### config.mk
export PLATFORM = sky130hd
export DESIGN_NAME = st_bus_arbiter
export DESIGN_NICKNAME = d
export VERILOG_FILES = /design/src/rtl/st_bus_arbiter.sv
export SDC_FILE = /design/constraint.sdc
export NUM_CORES = 1
export LEC_CHECK = 0
export ABC_CLOCK_PERIOD_IN_PS = 2000
export CAP_MARGIN = 15
export CORE_AREA = 2 2 39 41
export DETAILED_ROUTE_END_ITERATION = 10
export DIE_AREA = 0 0 41 43
export HOLD_SLACK_MARGIN = 0.06
export PLACE_DENSITY_LB_ADDON = 0.05
export SLEW_MARGIN = 20
export SYNTH_ARGS = -nofsm -noshare
export SYNTH_HDL_FRONTEND = slang
export SYNTH_SLANG_ARGS = --single-unit
### constraint.sdc
create_clock -name clk -period 2 [get_ports clk]
set_input_delay 0.2 -clock clk [delete_from_list [all_inputs] [get_ports clk]]
set_output_delay 0.2 -clock clk [all_outputs]
set_load 0.02 [all_outputs]
### src/rtl/st_bus_arbiter.sv
// Bus arbiter sharing the 68000 CPU bus with NREQ DMA-style masters via br_n/bg_n/bgack_n.
// Define ST_ARB_ROUND_ROBIN_EN for round-robin selection instead of fixed priority.
module st_bus_arbiter #(
    parameter int NREQ     = 2,
    parameter int MAX_HOLD = 0,
    parameter int CW       = 8,
    localparam int OW      = (NREQ > 1) ? $clog2(NREQ) : 1
) (
    input  logic            clk,
    input  logic            reset,
    input  logic            phi1,
    input  logic            phi2,
    input  logic [NREQ-1:0] req,
    output logic [NREQ-1:0] gnt,
    output logic            br_n,
    input  logic            bg_n,
    output logic            bgack_n,
    input  logic            as_n,
    output logic            owner_valid,
    output logic [OW-1:0]   owner
);

    typedef enum logic [1:0] {
        IDLE,
        REQ,
        OWN,
        REL
    } stateT;

    localparam logic [CW-1:0] HOLD_LAST = CW'(MAX_HOLD - 1);

    stateT            r_state;
    logic [NREQ-1:0]  r_gnt;
    logic             r_brN;
    logic             r_bgackN;
    logic             r_ownerValid;
    logic [OW-1:0]    r_owner;
    logic [OW-1:0]    r_sel;
    logic [CW-1:0]    r_holdCnt;

    stateT            w_stateNext;
    logic [NREQ-1:0]  w_gntNext;
    logic             w_brNNext;
    logic             w_bgackNNext;
    logic             w_ownerValidNext;
    logic [OW-1:0]    w_ownerNext;
    logic [OW-1:0]    w_selNext;
    logic [CW-1:0]    w_holdNext;
    logic [OW-1:0]    w_pick;
    logic             w_holdExpired;
    logic             w_unused;

`ifdef ST_ARB_ROUND_ROBIN_EN
    logic [OW-1:0]    r_lastSel;
    logic [OW-1:0]    w_lastSelNext;
    logic [OW-1:0]    w_rrIdx;
    logic             w_found;

    // Search starts just past the previous owner so every master gets a turn.
    always_comb begin
        w_pick  = '0;
        w_found = 1'b0;
        w_rrIdx = '0;
        for (int i = 0; i < NREQ; i++) begin
            w_rrIdx = OW'((int'(r_lastSel) + 1 + i) % NREQ);
            if (!w_found && req[w_rrIdx]) begin
                w_found = 1'b1;
                w_pick  = w_rrIdx;
            end
        end
    end
`else
    always_comb begin
        w_pick = '0;
        for (int i = NREQ - 1; i >= 0; i--) begin
            if (req[i]) begin
                w_pick = OW'(i);
            end
        end
    end
`endif

    assign w_unused      = phi1;
    assign w_holdExpired = (MAX_HOLD != 0) && (r_holdCnt == HOLD_LAST);

    // OWN is split by owner_valid: the first phi2 raises gnt, later ones watch for release.
    always_comb begin
        w_stateNext      = r_state;
        w_gntNext        = r_gnt;
        w_brNNext        = r_brN;
        w_bgackNNext     = r_bgackN;
        w_ownerValidNext = r_ownerValid;
        w_ownerNext      = r_owner;
        w_selNext        = r_sel;
        w_holdNext       = r_holdCnt;
`ifdef ST_ARB_ROUND_ROBIN_EN
        w_lastSelNext    = r_lastSel;
`endif
        case (r_state)
            IDLE: begin
                if (|req) begin
                    w_stateNext = REQ;
                    w_brNNext   = 1'b0;
                end
            end
            REQ: begin
                if (req == '0) begin
                    w_stateNext = IDLE;
                    w_brNNext   = 1'b1;
                end else if (!bg_n && as_n) begin
                    w_stateNext   = OWN;
                    w_brNNext     = 1'b1;
                    w_bgackNNext  = 1'b0;
                    w_selNext     = w_pick;
                    w_holdNext    = '0;
`ifdef ST_ARB_ROUND_ROBIN_EN
                    w_lastSelNext = w_pick;
`endif
                end
            end
            OWN: begin
                if (!r_ownerValid) begin
                    if (!req[r_sel]) begin
                        w_stateNext = REL;
                    end else begin
                        w_gntNext        = '0;
                        w_gntNext[r_sel] = 1'b1;
                        w_ownerValidNext = 1'b1;
                        w_ownerNext      = r_sel;
                    end
                end else begin
                    w_holdNext = r_holdCnt + CW'(1);
                    if (!req[r_sel] || w_holdExpired) begin
                        w_stateNext      = REL;
                        w_gntNext        = '0;
                        w_ownerValidNext = 1'b0;
                        w_ownerNext      = '0;
                    end
                end
            end
            REL: begin
                w_stateNext  = IDLE;
                w_bgackNNext = 1'b1;
            end
            default: begin
                w_stateNext = IDLE;
            end
        endcase
    end

    always_ff @(posedge clk) begin
        if (reset) begin
            r_state      <= IDLE;
            r_gnt        <= '0;
            r_brN        <= 1'b1;
            r_bgackN     <= 1'b1;
            r_ownerValid <= 1'b0;
            r_owner      <= '0;
            r_sel        <= '0;
            r_holdCnt    <= '0;
`ifdef ST_ARB_ROUND_ROBIN_EN
            r_lastSel    <= OW'(NREQ - 1);
`endif
        end else if (phi2) begin
            r_state      <= w_stateNext;
            r_gnt        <= w_gntNext;
            r_brN        <= w_brNNext;
            r_bgackN     <= w_bgackNNext;
            r_ownerValid <= w_ownerValidNext;
            r_owner      <= w_ownerNext;
            r_sel        <= w_selNext;
            r_holdCnt    <= w_holdNext;
`ifdef ST_ARB_ROUND_ROBIN_EN
            r_lastSel    <= w_lastSelNext;
`endif
        end
    end

    assign gnt         = r_gnt;
    assign br_n        = r_brN;
    assign bgack_n     = r_bgackN;
    assign owner_valid = r_ownerValid;
    assign owner       = r_owner;

    // Handshake invariants: a single owner, owned only under bgack, never requesting while acknowledged.
    assert property (@(posedge clk) disable iff (reset) $onehot0(r_gnt));
    assert property (@(posedge clk) disable iff (reset) (r_gnt != '0) |-> !r_bgackN);
    assert property (@(posedge clk) disable iff (reset) !(!r_brN && !r_bgackN));

endmodule

### After elaboration in Yosys (flattened, before gate mapping)

Cells that the tools add are included.

| storage, ports and cells | value |
|---|---|
| bits in registers | 9 |
| bits of input ports | 8 |
| output and inout port bits | 6 |
| logic and storage cells | 59 |

| operators by class | value |
|---|---|
| order comparisons | 2 |
| eq/ne operators | 9 |
| multiplexer cells | 25 |
| bitwise operators | 1 |
| reduce and logical (&&, ||, !) cells | 15 |

Operator list:

| kind | number |
|---|---|
| AND reduction 4 bit | 5 |
| 2-to-1 mux 1 bit | 14 |
| 2-to-1 mux 2 bit | 7 |
| != test 2 bit (second input constant) | 5 |
| one-hot mux 2 bit (4 select lines) | 1 |
| nonzero test 2 bit | 3 |
| == test 2 bit (second input constant) | 2 |
| zero test 2 bit | 2 |
| one-hot mux 1 bit (2 select lines) | 2 |
| != test 3 bit (second input constant) | 1 |
| == test 2 x 1 -> 1 bit (second input constant) | 1 |
| logical AND 1 bit | 2 |
| < comparator 1 x 2 -> 1 bit (second input constant) | 1 |
| AND reduction 2 bit | 1 |
| OR reduction 2 bit | 1 |
| demux 1 bit (select 1 bit) | 1 |
| >= comparator 1 bit (second input constant) | 1 |
| zero test 1 bit | 1 |
| inverter 1 bit | 1 |

### Longest topological paths before layout

Gate-level depths: netlist of run 1.

| logic depth | value |
|---|---|
| depth in word-level cells | 6 |
| gate-level depth with buffers | 4 |
| mapped depth without buffers | 3 |

### Worst setup path after synthesis of run 1

OpenSTA, ideal clock, no wires.

| timing | value |
|---|---|
| kind | register -> register |
| from | register r_ownerValid (netlist: owner_valid) |
| to | register r_gnt[0] (netlist: gnt[0]) |
| library setup time | 126 ps |
| arrival time | 1058 ps |
| data required time | 1874 ps |
| setup slack | 816 ps |
| stages on the path, launching flop included | 4 |
| buffers on the path | 0 |
| clock period less this slack | 1184 ps |
| path through | dfxtp_1 -> and4bb_2 -> a22oi_1 -> o32ai_1 |

| between the ends | value |
|---|---|
| longest elaborated chain between the ends | 2 |
| elaborated cells between the ends (all ways) | 4 |
| classes of those cells | 1 x eq/ne; 1 x mux; 2 x reduce/logical |

RTL lines:

| what | RTL line | RTL |
|---|---|---|
| from (decl) | 36 | `logic r_ownerValid;` |
| from (signal assigned) | 169 | `r_ownerValid <= w_ownerValidNext;` |
| != test 2 bit (no line) / nonzero test 2 bit (equally long branches) | - |  |
| AND reduction 4 bit (no line) | - |  |
| to (signal assigned) | 166 | `r_gnt <= w_gntNext;` |
| to (decl) | 33 | `logic [NREQ-1:0] r_gnt;` |

Several ways; a longest one is shown, not always the timed one.
A chain may end at the register's enable or synchronous reset.

### Worst setup path after layout of run 1

| timing | value |
|---|---|
| from | register r_ownerValid (netlist: owner_valid) |
| to | output owner_valid |

RTL lines:

| what | RTL line | RTL |
|---|---|---|
| to (decl) | 19 | `output logic owner_valid,` |

No word-level cell between the ends.

==> results.cfg, run 1 <==
[logic_synthesis]
yosysMostFrequentCell = dfxtp_1
synthTopCellsByArea = dfxtp_1, nand2b_1, buf_4
yosysSeqAreaShare_pct = 34.2
syn_nets = 60
synth_top_area_share_pct = 34.2
synth-edff-count = 0
synthTopCellsByCount = dfxtp_1, nand2b_1, buf_4
yosys.area.top_type = dfxtp_1
yosys_warnings = 0
ys_types = 29
async_flop_share_pct = 0
syn_avg_cell_area_um2 = 9.00
synth_ff_type = dfxtp_1
syn-cell-area_um2 = 468
synth_cells = 52
synth-seq-cells = 8

[final_layout]
drive_gt1_share_pct = 12.7
area_growth_pct = 28.9
final_nets = 73
diodes = 0

[floorplanning]
start_util_pct = 33.8
row_count = 14
die_h_um = 43
core_mm2 = 0.00138
boundaryPins = 14
die_area_mm2 = 0.00176
fp.dieW_um = 41

[critical_path]
slowest_delay_ps = 660
critPathLaunch = owner_valid
critPathKind = flip-flop to primary output
critPathSlowestCell = clkdlybuf4s50_1
critical_path.top_delay_family = buffers and inverters
worstReg2RegStart = r_state[0]
worstPathMaxFanout = 9
crit_required_ps = 1800
critPathLaunchType = flip-flop
cp_num_buf_inv = 1
worstSetupEndpointType = primary output
cp.arrival_ps = 1390
crit_chain = clkdlybuf4s50_1

[power]
power_frac_clock_pct = 33.5
switching_share_pct = 25.7
comb_power_share_pct = 18.0
p_int_uw = 271
leakage_nw = 0.211
powerDensity_mw_per_mm2 = 605
switching_power_uw = 94.0
ir_drop_mv = 0.337
p_seq_share_pct = 48.5

[clock_network]
clk_path_buf_depth = 2
cts_num_sinks = 8
numCtsBuffers = 3
cts_setup_buffers = 0
clkTransAtPathRegs_ps = 50
cts_resized = 0
clkLatencyLatePin_ps = 250
htree_levels = 1
cts_tree = done
clockRootBuffer = clkbuf_4
holdBufCountCts = 0

[global_routing]
grt_usage_pct = 13.5
grt_max_degree = 11
overflow = 0
grt_pass1_vias = 376
antenna_found_initial = 0
grt_pass1_wl_um = 1610

[outcome]
status = complete, no violations

[route]
wirelength_um = 1030
ant_nets = 0
via_count = 437
drt_pass1_iterations = 4
viasPerCell = 5.53
post_drt_wl_per_cell_um = 13.1
first_iter_violations = 13
drc = 0

[sta]
maxSlewViolCount = 0
tns_ps = 0
tightest_slew_ps = 363
post-route-period-util_pct = 79.5
hold_ws_ps = 452
final_hold_viol_count = 0
skew_ps = 0.392
grt_setup_unrepaired = no
min_period_ps = 1590
fmax_ghz = 0.629
timing.slew.headroom_pct = 75.7
setup_viol = 0

[min_path]
hold_start = bgack_n
hp-class = flip-flop to flip-flop

[run]
drv_cap = 0

[place]
numPortBuffers = 12
place_congestion = 0.695
dp_hpwl_um = 718
-- per-stage QoR --
stage / std cells / cell area (µm²) / utilization, % / worst slack, ps / total power [mW]
2_1_floorplan: 52 / 468 / - / 816 / 0.215
3_3_place_gp: 76 / 581 / 42.0 / 343 / 0.246
3_5_place_dp: 76 / 581 / 42.0 / 346 / 0.246
4_1_cts: 79 / 603 / 43.6 / 421 / 0.371
5_1_grt: 79 / 603 / 43.6 / 359 / 0.384
6_report: 79 / 603 / 43.6 / 410 / 0.365
-- placed cells by master, fill, tap and decap left out, drive strengths merged --
cell type / count
a21oi: 2
a31oi: 2
o211a: 2
nand2: 3
nand3b: 2
and3b: 2
o41ai: 1
o32ai: 2
nor2b: 1
o311a: 1
or4: 1
nor4: 1
a311oi: 1
a211oi: 1
clkbuf: 3
o31ai: 1
mux2i: 1
and4bb: 1
a22oi: 2
or3: 1
nor2: 2
inv: 2
nand2b: 5
clkdlybuf4s50: 12
dfxtp: 8
o21ai: 1
nand3: 1
nor3b: 1
-- worst min-delay path, stage by stage (launching register included) --
cell     delay (ps)
dfxtp_1         300
o31ai_1          60
nand2_1          50
-- worst paths after layout --
check / endpoint / slack, ps / cells after the start
worst max-delay path: owner_valid / 410 / 1
worst min-delay path: bgack_n / 450 / 2
worst max register to register: flip-flop / 700 / 3
worst min register to register: bgack_n / 450 / 2
-- power by group through the flow --
stage          Combinational (mW)  Clock [mW]  Sequential [mW]
2_1_floorplan              0.0325           0            0.183
3_3_place_gp               0.0656           0            0.181
3_5_place_dp               0.0656           0            0.181
4_1_cts                    0.0661       0.128            0.177
5_1_grt                    0.0711       0.134            0.178
6_report                   0.0657       0.122            0.177
-- layout make-up --
type / count / area [µm²]
fillers: 140 / 781
multi-input cells: 38 / 273
flip-flops and latches: 8 / 160
repair buffers: 12 / 120
clock buffers: 3 / 22.5
well taps: 16 / 20.0
inverters: 2 / 7.51
-- routing by layer --
layer  up-vias  share of wire [%]  GRT usage (%)  routed length (µm)
met4         0               0.97           8.00                  10
met1       194                 50           18.6                 512
met3         2                6.6           3.14                  68
li1        224                  -              -                   -
met2        17                 43           18.1                 441
met5         -                  0              0                   0
-- cells by family (layout without fill, tap and decap cells) --
kind of cell,Yosys count,in the layout,share of synthesized area (%)
flops,8,8,34.2
mux,1,1,2.14
simple gates,21,21,29.7
buf+inv,6,17,7.49
compound gates,16,16,26.5
Power figures use the tool's default switching activity.
==> run 2, diff against run 1 <==
--- a/config.mk
+++ b/config.mk
@@ -5,7 +5,7 @@
 export SDC_FILE = /design/constraint.sdc
 export NUM_CORES = 1
 export LEC_CHECK = 0
-export ABC_CLOCK_PERIOD_IN_PS = 2000
+export ABC_CLOCK_PERIOD_IN_PS = 1300
 export CAP_MARGIN = 15
 export CORE_AREA = 2 2 39 41
 export DETAILED_ROUTE_END_ITERATION = 10
==> constraint.sdc (replaced) <==
create_clock -name clk -period 1.3 [get_ports clk]
set_input_delay 0.13 -clock clk [delete_from_list [all_inputs] [get_ports clk]]
set_output_delay 0.13 -clock clk [all_outputs]
set_load 0.02 [all_outputs]
==> run 2 against run 1 <==
Non-clock buffer count rose by 9. Design area is 10% higher. Routed wire length fell by 3.6%. Combinational power up 72%. Clock power is 48% higher. Flip-flop and latch count is the same. Largest power group unchanged. Clock-buffer cell count stayed put. Via count is 5.7% higher. Power rose by 55%. Sequential power is 54% higher. Clock skew up 2.5 ps.
==> results.cfg, run 2 (same netlist as run 1, synthesis figures left out) <==
[global_routing]
overflow = 0
antenna_found_initial = 0
grt_max_degree = 11
grt_pass1_wl_um = 1750
grt_pass1_vias = 421
grt_usage_pct = 14.6

[critical_path]
crit_required_ps = 1470
critPathLaunchType = primary input
worstPathMaxFanout = 3
crit_chain = clkdlybuf4s50_1, nand2_2, or4_1, a21oi_1
cp.arrival_ps = 1370
slowest_delay_ps = 510
critical_path.top_delay_family = simple AND/OR/NAND/NOR gates
worstSetupEndpointType = flip-flop
critPathKind = primary input to flip-flop
reg2reg_slack_ps = 110
cp_num_buf_inv = 1
critPathSlowestCell = clkdlybuf4s50_1

[clock_network]
clk_path_buf_depth = 2
numCtsBuffers = 3
cts_num_sinks = 8
htree_levels = 1
cts_tree = done
clkLatencyLatePin_ps = 250
clockRootBuffer = clkbuf_4
clkTransAtPathRegs_ps = 50

[power]
ir_drop_mv = 0.575
p_seq_share_pct = 48.2
switching_share_pct = 24.4
power_frac_clock_pct = 31.9
leakage_nw = 0.271
powerDensity_mw_per_mm2 = 850
switching_power_uw = 138
finalPower_uw = 565
p_int_uw = 427
comb_power_share_pct = 19.9

[final_layout]
layout_commonest_cell = buf_4
most-common-layout-cells = buf_4, dfxtp_1, clkdlybuf4s50_1, dlygate4sd2_1, nand2b_1
final_nets = 82
area_growth_pct = 42.0
fin_util_pct = 48.0
drive_gt1_share_pct = 25.0
diodes = 0

[floorplanning]
core_mm2 = 0.00138
start_util_pct = 33.8
die_h_um = 43
fp.dieW_um = 41
boundaryPins = 14
row_count = 14
die_area_mm2 = 0.00176

[min_path]
hp-class = flip-flop to flip-flop

[place]
place_congestion = 0.703
dp_hpwl_um = 780
numPortBuffers = 12

[sta]
maxSlewViolCount = 0
min_period_ps = 1190
final_hold_viol_count = 0
post-route-period-util_pct = 91.8
timing.slew.headroom_pct = 78.1
skew_ps = 2.86
setup_viol = 0
tightest_slew_ps = 328
grt_setup_unrepaired = no
fmax_ghz = 0.838

[route]
viasPerCell = 5.25
first_iter_violations = 7
ant_nets = 0
drt_pass1_iterations = 4
via_count = 462
post_drt_wl_per_cell_um = 11.3
drc = 0
wirelength_um = 995

[outcome]
status = complete, no violations

[run]
drv_cap = 0
-- run 2: cell types whose count changed in the layout (fill, tap and decap cells not counted), sizes merged --
cell and change:
buf +9, clkdlybuf4s50 -6, dlygate4sd2 +6
-- run 2: power groups by stage --
stage	Combinational [mW]	Sequential, mW	Clock, mW
3_5_place_dp	0.119	0.277	0
5_1_grt	0.124	0.275	0.204
6_report	0.113	0.272	0.180
3_3_place_gp	0.120	0.277	0
2_1_floorplan	0.0501	0.281	0
4_1_cts	0.113	0.272	0.189
-- run 2: per-stage QoR --
stage	setup TNS, ps	hold WS (ps)	area (µm²)	std cells	setup WS (ps)
floorplan	0	238	468	52	116
global route	0	491	664	88	21.9
global placement	-643	448	648	85	-134
detailed placement	-723	452	648	85	-151
finish	0	448	664	88	106
CTS	0	454	663	88	16.3
-- run 2: final cells by class --
type / count / area [µm²]
multi-input cells: 38 / 273
clock buffers: 3 / 22.5
well taps: 16 / 20.0
flip-flops and latches: 8 / 161
fillers: 143 / 719
repair buffers: 21 / 180
inverters: 2 / 7.51
-- run 2: tightest hold or removal path, cell delays in order (launching register included) --
cell	delay [ps]
dfxtp_1	300
o31ai_1	60
nand2_1	50
-- run 2: path summary, 6_finish.rpt --
path	start	to	depth (start not counted)
max	phi2	flip-flop	4
min	bgack_n	bgack_n	2
max reg2reg	r_state[0]	flip-flop	3
min reg2reg	bgack_n	bgack_n	2
-- run 2: layer usage --
layer | up-vias | track usage (%) | part of all wire, % | wire [µm]
li1 | 242 | - | - | -
met1 | 207 | 20.8 | 51 | 505
met2 | 11 | 18.8 | 43 | 428
met3 | 2 | 3.14 | 4.6 | 46
met4 | 0 | 10.0 | 1.5 | 15
met5 | - | 0 | 0 | 0
-- run 2: timing repair --
action                                  in CTS  in global routing
buffers inserted                             0                  0
gates resized for setup                      6                  1
endpoints found under the setup margin       6                  1
hold buffers                                 0                  0
